==> src/rtl/score_topk_list.sv <==
// Sorted top-K score/tag list with a sequential insertion search.
// Accepts one candidate at a time, walks the list one entry per cycle, then shifts it in.
module score_topk_list #(
  parameter int unsigned WIDTH   = 8,
  parameter int unsigned DEPTH   = 10,
  parameter int unsigned IDX_W   = 4,
  parameter int unsigned TAG_W   = 8,
  parameter int unsigned DESCEND = 1
) (
  input  logic                     clk_i,
  input  logic                     rst_ni,
  input  logic                     clear_i,
  input  logic                     in_valid_i,
  output logic                     in_ready_o,
  input  logic [WIDTH-1:0]         in_score_i,
  input  logic [TAG_W-1:0]         in_tag_i,
  output logic                     out_valid_o,
  output logic                     out_inserted_o,
  output logic [IDX_W-1:0]         out_index_o,
  output logic                     out_evict_o,
  output logic [IDX_W-1:0]         count_o,
  output logic [DEPTH*WIDTH-1:0]   list_score_o,
  output logic [DEPTH*TAG_W-1:0]   list_tag_o
);

  typedef enum logic [1:0] {StIdle, StSearch, StInsert, StDone} state_e;

  localparam logic [IDX_W-1:0] DepthIdx = IDX_W'(DEPTH);

  state_e           state_q, state_d;
  logic [WIDTH-1:0] score_q [DEPTH];
  logic [WIDTH-1:0] score_d [DEPTH];
  logic [TAG_W-1:0] tag_q   [DEPTH];
  logic [TAG_W-1:0] tag_d   [DEPTH];
  logic [WIDTH-1:0] cand_score_q, cand_score_d;
  logic [TAG_W-1:0] cand_tag_q, cand_tag_d;
  logic [IDX_W-1:0] ptr_q, ptr_d;
  logic [IDX_W-1:0] idx_q, idx_d;
  logic [IDX_W-1:0] count_q, count_d;
  logic [IDX_W-1:0] out_index_q, out_index_d;
  logic             out_inserted_q, out_inserted_d;
  logic             out_evict_q, out_evict_d;
  logic [WIDTH-1:0] entry_score;
  logic             cand_better;

  // Entry under the search pointer; reads 0 once ptr walks past the array.
  always_comb begin
    entry_score = '0;
    for (int unsigned i = 0; i < DEPTH; i++) begin
      if (ptr_q == IDX_W'(i)) entry_score = score_q[i];
    end
  end

  // Strict compare keeps equal scores behind existing ones.
  assign cand_better = (DESCEND != 0) ? (cand_score_q > entry_score)
                                      : (cand_score_q < entry_score);

  always_comb begin
    state_d        = state_q;
    score_d        = score_q;
    tag_d          = tag_q;
    cand_score_d   = cand_score_q;
    cand_tag_d     = cand_tag_q;
    ptr_d          = ptr_q;
    idx_d          = idx_q;
    count_d        = count_q;
    out_index_d    = out_index_q;
    out_inserted_d = out_inserted_q;
    out_evict_d    = out_evict_q;

    if (clear_i) begin
      state_d = StIdle;
      count_d = '0;
      for (int unsigned i = 0; i < DEPTH; i++) begin
        score_d[i] = '0;
        tag_d[i]   = '0;
      end
    end else begin
      unique case (state_q)
        StIdle: begin
          if (in_valid_i) begin
            cand_score_d = in_score_i;
            cand_tag_d   = in_tag_i;
            ptr_d        = '0;
            state_d      = StSearch;
          end
        end
        StSearch: begin
          if (ptr_q == count_q) begin
            idx_d   = count_q;
            state_d = StInsert;
          end else if (cand_better) begin
            idx_d   = ptr_q;
            state_d = StInsert;
          end else begin
            ptr_d = ptr_q + 1'b1;
          end
        end
        StInsert: begin
          state_d     = StDone;
          out_index_d = idx_q;
          if (idx_q == DepthIdx) begin
            out_inserted_d = 1'b0;
            out_evict_d    = 1'b0;
          end else begin
            out_inserted_d = 1'b1;
            out_evict_d    = (count_q == DepthIdx);
            if (count_q != DepthIdx) count_d = count_q + 1'b1;
            for (int unsigned i = 1; i < DEPTH; i++) begin
              if (IDX_W'(i) > idx_q) begin
                score_d[i] = score_q[i-1];
                tag_d[i]   = tag_q[i-1];
              end
            end
            for (int unsigned i = 0; i < DEPTH; i++) begin
              if (IDX_W'(i) == idx_q) begin
                score_d[i] = cand_score_q;
                tag_d[i]   = cand_tag_q;
              end
            end
          end
        end
        StDone:  state_d = StIdle;
        default: state_d = StIdle;
      endcase
    end
  end

  always_ff @(posedge clk_i or negedge rst_ni) begin
    if (!rst_ni) begin
      state_q        <= StIdle;
      score_q        <= '{default: '0};
      tag_q          <= '{default: '0};
      cand_score_q   <= '0;
      cand_tag_q     <= '0;
      ptr_q          <= '0;
      idx_q          <= '0;
      count_q        <= '0;
      out_index_q    <= '0;
      out_inserted_q <= 1'b0;
      out_evict_q    <= 1'b0;
    end else begin
      state_q        <= state_d;
      score_q        <= score_d;
      tag_q          <= tag_d;
      cand_score_q   <= cand_score_d;
      cand_tag_q     <= cand_tag_d;
      ptr_q          <= ptr_d;
      idx_q          <= idx_d;
      count_q        <= count_d;
      out_index_q    <= out_index_d;
      out_inserted_q <= out_inserted_d;
      out_evict_q    <= out_evict_d;
    end
  end

  assign in_ready_o     = (state_q == StIdle) && !clear_i;
  assign out_valid_o    = (state_q == StDone);
  assign out_inserted_o = out_inserted_q;
  assign out_index_o    = out_index_q;
  assign out_evict_o    = out_evict_q;
  assign count_o        = count_q;

  for (genvar g = 0; g < DEPTH; g++) begin : g_pack
    assign list_score_o[(g+1)*WIDTH-1 -: WIDTH] = score_q[g];
    assign list_tag_o[(g+1)*TAG_W-1 -: TAG_W]   = tag_q[g];
  end

endmodule
==> config.mk <==
export PLATFORM = sky130hd
export DESIGN_NAME = score_topk_list
export DESIGN_NICKNAME = d
export VERILOG_FILES = /design/src/rtl/score_topk_list.sv
export SDC_FILE = /design/constraint.sdc
export NUM_CORES = 1
export LEC_CHECK = 0
export BUFFER_PORTS_ARGS = -buffer_cell sky130_fd_sc_hd__clkbuf_2
export CAP_MARGIN = 20
export CORE_ASPECT_RATIO = 1.5
export CORE_MARGIN = 2
export CORE_UTILIZATION = 34
export DETAILED_ROUTE_END_ITERATION = 16
export GPL_TIMING_DRIVEN = 0
export HOLD_SLACK_MARGIN = 0.02
export PLACE_DENSITY = 0.54
export SLEW_MARGIN = 40
export SYNTH_ARGS = -nofsm -noshare
export SYNTH_HDL_FRONTEND = slang
export SYNTH_SLANG_ARGS = --single-unit
==> constraint.sdc <==
create_clock -name clk_i -period 3.7 [get_ports clk_i]
set_input_delay 0.185 -clock clk_i [delete_from_list [all_inputs] [get_ports clk_i]]
set_output_delay 0.185 -clock clk_i [all_outputs]
set_load 0.05 [all_outputs]
* Word level (Yosys, flattened, before mapping)
Index checks and enable logic that the tools add are counted.
** Word-level totals
- Register bits :: 196
- Output and inout port bits :: 172
- Logic and storage cells :: 179
** Cells by class
- Add/sub/neg operators :: 2
- $lt $le $gt $ge :: 10
- Equality and inequality tests :: 31
- Mux-type cells :: 71
- Bitwise operators :: 1
- Reductions and logical operators :: 35
** Operators with widths (number)
- 80-bit two-way mux :: 6
- 8-bit two-way mux :: 48
- 3-bit AND reduction :: 13
- 4-bit two-way mux :: 9
- 3-bit nonzero test :: 9
- 3-bit by 4-bit == test with 1-bit output (first input constant) :: 4
- 4-bit by 3-bit == test with 1-bit output (second input constant) :: 4
- 4-bit == test (second input constant) :: 4
- 3-bit by 4-bit greater-than comparator with 1-bit output (first input constant) :: 4
- 2-bit nonzero test :: 5
- 4-bit by 1-bit adder with 4-bit output (second input constant) :: 2
- 2-bit by 4-bit == test with 1-bit output (first input constant) :: 2
- 4-bit by 2-bit == test with 1-bit output (second input constant) :: 2
- 4-bit == test (first input constant) :: 2
- 2-bit by 4-bit greater-than comparator with 1-bit output (first input constant) :: 2
- 4-bit greater-than comparator (first input constant) :: 2
- 8-bit greater-than comparator :: 1
- 4-bit logical NOT :: 2
- 2-bit two-way mux :: 4
- 2-bit inequality test (second input constant) :: 4
- 4-bit inequality test (second input constant) :: 2
- 2-bit case mux with 4 select lines :: 1
- 4-bit case mux with 2 select lines :: 1
- 5-bit AND reduction :: 1
- other kinds (13) :: 16

* Depth between registers and ports, before layout
- Word-level depth :: 16
- Depth in mapped cells :: 15
- Depth with buffers taken out :: 13

* Worst setup path after synthesis
No wires, ideal clock.
- Path type :: reg-to-reg
- Start :: register ptr_q[0]
- End :: register idx_q[0]
- Data arrival time :: 3.408 ns
- Required time :: 3.575 ns
- Setup slack :: 0.167 ns
- Stages on the path, launching flop included :: 14
- Path buffers :: 2
- Path through :: dfrtp_1 -> ha_1 -> clkbuf_1 -> and3b_1 -> clkbuf_1 -> nor3_1 -> o21a_1 -> a221oi_1 -> ha_1 -> and3_1 -> a221oi_2 -> o21ai_0 -> o2111ai_2 -> mux2_2
** Between the ends
- Cells in the longest elaborated chain, start to end :: 14
** Ends and longest elaborated chain
- start: declaration :: line 37 : logic [IDX_W-1:0] ptr_q, ptr_d;
- start signal: assignment :: line 148 : ptr_q <= ptr_d;
- 4-bit logical NOT :: line 50 : if (ptr_q == IDX_W'(i)) entry_score = score_q[i];
- 8-bit two-way mux (10 in series) :: line 50
- 8-bit greater-than comparator :: line 55 : assign cand_better = (DESCEND != 0) ? (cand_score_q > entry_score)
- 2-bit nonzero test (no source line)
- 3-bit AND reduction (no source line)
- end signal: assignment :: line 149 : idx_q <= idx_d;
- end: declaration :: line 38 : logic [IDX_W-1:0] idx_q, idx_d;
Parallel ways exist; a longest one is shown, timed or not. The select of a mux whose other input is x is not followed.
A chain may end at the register's enable or synchronous reset.

* Worst setup path after layout
- Start :: register ptr_q[3]
- End :: register idx_q[2]
The elaborated chain is that of the path after synthesis.

==> metrics.md <==
| Metric | Value |
|---|---|
| Synth Register Bits | `196` |
| Main flop type after synthesis | `dfrtp_1` |
| Max_cap viols | `0` |
| Worst hold path type | `input port to register` |
| DIE HEIGHT | `roughly 220 um` |
| Initial antenna violation count | `0` |
| Fmax | `approximately 280 MHz` |
| Hold Vio Cnt, Final | `0` |
| Top-Level Pins | `192` |
| Critical path capture point type | `register` |
| Initial Util | `0.343` |
| Reg-to-reg endpoint | `idx_q[2]` |
| Critical Path RT | `4060 ps` |
| Via Count | `approximately 9,600` |
| Crit path kind | `register to register` |
| R2R Setup Slk | `just under 90 ps` |
| Commonest non-fill, non-tap cell in the layout | `nand2_1` |
| # setup viols final | `0` |
| Final worst-path setup slack | `87.1 ps` |
| Fin util | `0.427` |
| Critical Path Source Type | `register` |
| Leakage power | `5.96 nW` |
| Final Wtd Congestion | `between 0.9 and 1` |
| Inst Count DP | `around 1,700` |
| Post-synth EDFFs | `0` |
| Beginning of the worst hold path | `in_valid_i` |
| DR WL/cell | `22.9 um` |
| Remaining global-route overflow | `0` |
| Placed Area | `12,400 um^2` |
| Status | `complete, no violations` |
| Final period util | `0.976` |
| Slew @ Worst Pin | `just under 900 ps` |
| Tot GR Track Use | `0.245` |
| Post-DRT Antenna Nets | `0` |
| TritonCTS clock tree | `yes` |
| Share of cells above drive strength 1 | `0.291` |
| Most frequent cells in the layout | `nand2_1 (217), dfrtp_1 (193), clkbuf_2 (191)` |
| Setup TNS | `0 ps` |
| Clock transition at the registers of the reported paths | `70 ps` |
| Area growth, synth to finish | `24.4%` |
| Pwr Density | `782 nW/um^2` |
| Mapped Area | `roughly 11,000 um^2` |
| Final Non-Filler Cells | `1,759` |
| Die span in x | `150 um` |
| FFs w/ async S/R, synth | `1.00` |
| Cells after synthesis | `1,104` |
| Clk_lat worst skew | `470 ps` |
| DRC viols | `0` |
| Syn_nets | `1,142` |
| TritonRoute pass-1 iters | `5` |
| Total wire length | `about 40 mm` |
| Vias per cell | `between 5 and 6` |
| Root buf cell | `clkbuf_16` |
| Worst Skew | `10.2 ps` |
| Synthesis warning total | `0` |
| Vias in the first global route | `9,882` |
| Port bufs | `190` |
| Syn Area/Cell | `between 9 and 10 um^2` |
| Fill count | `3,282` |
| H-tree Lvls | `4` |
| Worst R2R Path Depth | `12` |
| Worst Hold End | `state_q[1]` |
| Core Region | `~32,000 um^2` |
| Min Tclk post-route | `approximately 3600 ps` |
| Row count | `80` |
| VDD IR max | `around 0.39 mV` |
| Peak fanout along the critical path | `10` |
| Worst hold slack | `188 ps` |
| Seq/Total Area, Yosys | `0.452` |
| Global-route wire length before repair | `60.6 mm` |
| DP HPWL | `30.8 mm` |
| Hold Crit Depth | `4` |
| Fin. max-slew vios | `0` |
| Worst Path Arrival | `3970 ps` |
| Initial DRC count | `740` |
| Total power | `10.6 mW` |
| Fin area | `13,500 um^2` |
| R2R Path Start | `ptr_q[3]` |
| Relative slew margins | `0.424` |
| Max clock buf depth | `2` |
| Die area | `33,400 um^2` |
| RSZ-0062 raised after global routing | `no` |
| Pre-CTS setup slack | `-1120 ps` |
| Layout Nets | `around 1,400` |
| Largest net degree at the start of global routing | `66` |
| CTS Buf Count | `17` |
| Clock tree sinks | `196` |
| Post-synth cell types | `67` |
| # diodes | `0` |
## sequential cells by signal (all words and copies together) (netlist names)
| register | flops |
|---|---|
| cand_score_q | 8 |
| cand_tag_q | 8 |
| count_o | 4 |
| idx_q | 4 |
| list_score_o | 80 |
| list_tag_o | 80 |
| out_evict_o | 1 |
| out_index_o | 4 |
| out_inserted_o | 1 |
| ptr_q | 4 |
| state_q | 2 |
## routing by layer
metal / up-vias / global-route usage / wire length [um]
met5: - / 0 / 0
met4: 0 / 0.101 / 1450
met3: 82 / 0.0452 / 1980
met2: 296 / 0.439 / 21400
met1: 4863 / 0.282 / 15500
li1: 4397 / - / -
## cell type report
| cell class | instances | area, um^2 | share of cell area |
|---|---|---|---|
| plain buffers | 91 | 480 | 0.0356 |
| clock buffers | 20 | 457 | 0.0338 |
| clock inverters | 11 | 153 | 0.0113 |
| inverters | 23 | 86.3 | 0.00639 |
| multi-input cells | 788 | 5630 | 0.416 |
| flip-flops and latches | 196 | 4910 | 0.363 |
| well taps | 410 | 513 | 0.0380 |
| repair buffers | 220 | 1290 | 0.0955 |
## worst max-delay path by stage
stage / start / endpoint
after global placement: rst_ni / list_score_o[59]
after detailed placement: ptr_q[0] / idx_q[3]
after floorplan: ptr_q[0] / idx_q[0]
after global routing: ptr_q[0] / idx_q[3]
after CTS: ptr_q[2] / idx_q[1]
final: ptr_q[3] / idx_q[2]
## kinds of logic after synthesis
logic type	Yosys count	share of synthesized area
buffers and inverters	120	0.0509
adders and majority gates	18	0.0207
muxes	164	0.159
and+or+nand+nor	307	0.129
AOI/OAI and AO/OA	292	0.183
xor gates and xnor gates	7	0.00564
DFF	196	0.452
## power by group
group	internal [mW]	switching (mW)	total [mW]
combinational	1.80	3.74	5.54
clock	1.10	0.884	1.98
sequential	2.56	0.490	3.05
total	5.46	5.12	10.6
## synth_stat cells (all sizes together), types with 2 or more instances
| cell | count | area share |
|---|---|---|
| buf | 38 | 0.022 |
| nor3 | 8 | 0.0083 |
| dfrtp | 196 | 0.45 |
| or2 | 7 | 0.0040 |
| nor4 | 2 | 0.0012 |
| nor2 | 33 | 0.013 |
| nand3 | 8 | 0.0037 |
| o211ai | 5 | 0.0035 |
| nand3b | 2 | 0.0014 |
| o31ai | 86 | 0.066 |
| clkbuf | 59 | 0.021 |
| nor2b | 8 | 0.0048 |
| o2bb2ai | 7 | 0.0056 |
| mux2i | 124 | 0.11 |
| ha | 18 | 0.021 |
| mux2 | 40 | 0.045 |
| xor2 | 2 | 0.0016 |
| a22oi | 7 | 0.0048 |
| o21a | 9 | 0.0062 |
| o21ai | 85 | 0.040 |
| inv | 23 | 0.0079 |
| nand2 | 217 | 0.075 |
| a211oi | 3 | 0.0021 |
| and3b | 2 | 0.0016 |
| o221ai | 6 | 0.0048 |
| a21oi | 60 | 0.029 |
| a221oi | 7 | 0.0062 |
| a21boi | 2 | 0.0021 |
| nand4 | 6 | 0.0035 |
| xnor2 | 5 | 0.0040 |
| nand2b | 7 | 0.0063 |
| a31oi | 2 | 0.0017 |
| a21o | 8 | 0.0055 |
| nor4b | 2 | 0.0022 |
## worst max-delay path: stages (launching register included)
cell and delay, ps:
dfrtp_1 400, buf_2 230, or2_2 350, buf_2 200, o21ai_0 320, o221ai_1 290
a221oi_2 320, ha_1 290, nand2_1 60, o21a_1 240, o21ai_2 130, o2111ai_4 330
mux2_4 330
## what timing repair did
action,in CTS,in global routing
gates resized for setup,54,22
hold buffers,17,0
endpoints found under the setup margin,10,10
pin swaps,7,8
buffers inserted,9,0
endpoints found under the hold margin,57,0
(Power assumes the default switching activity.)
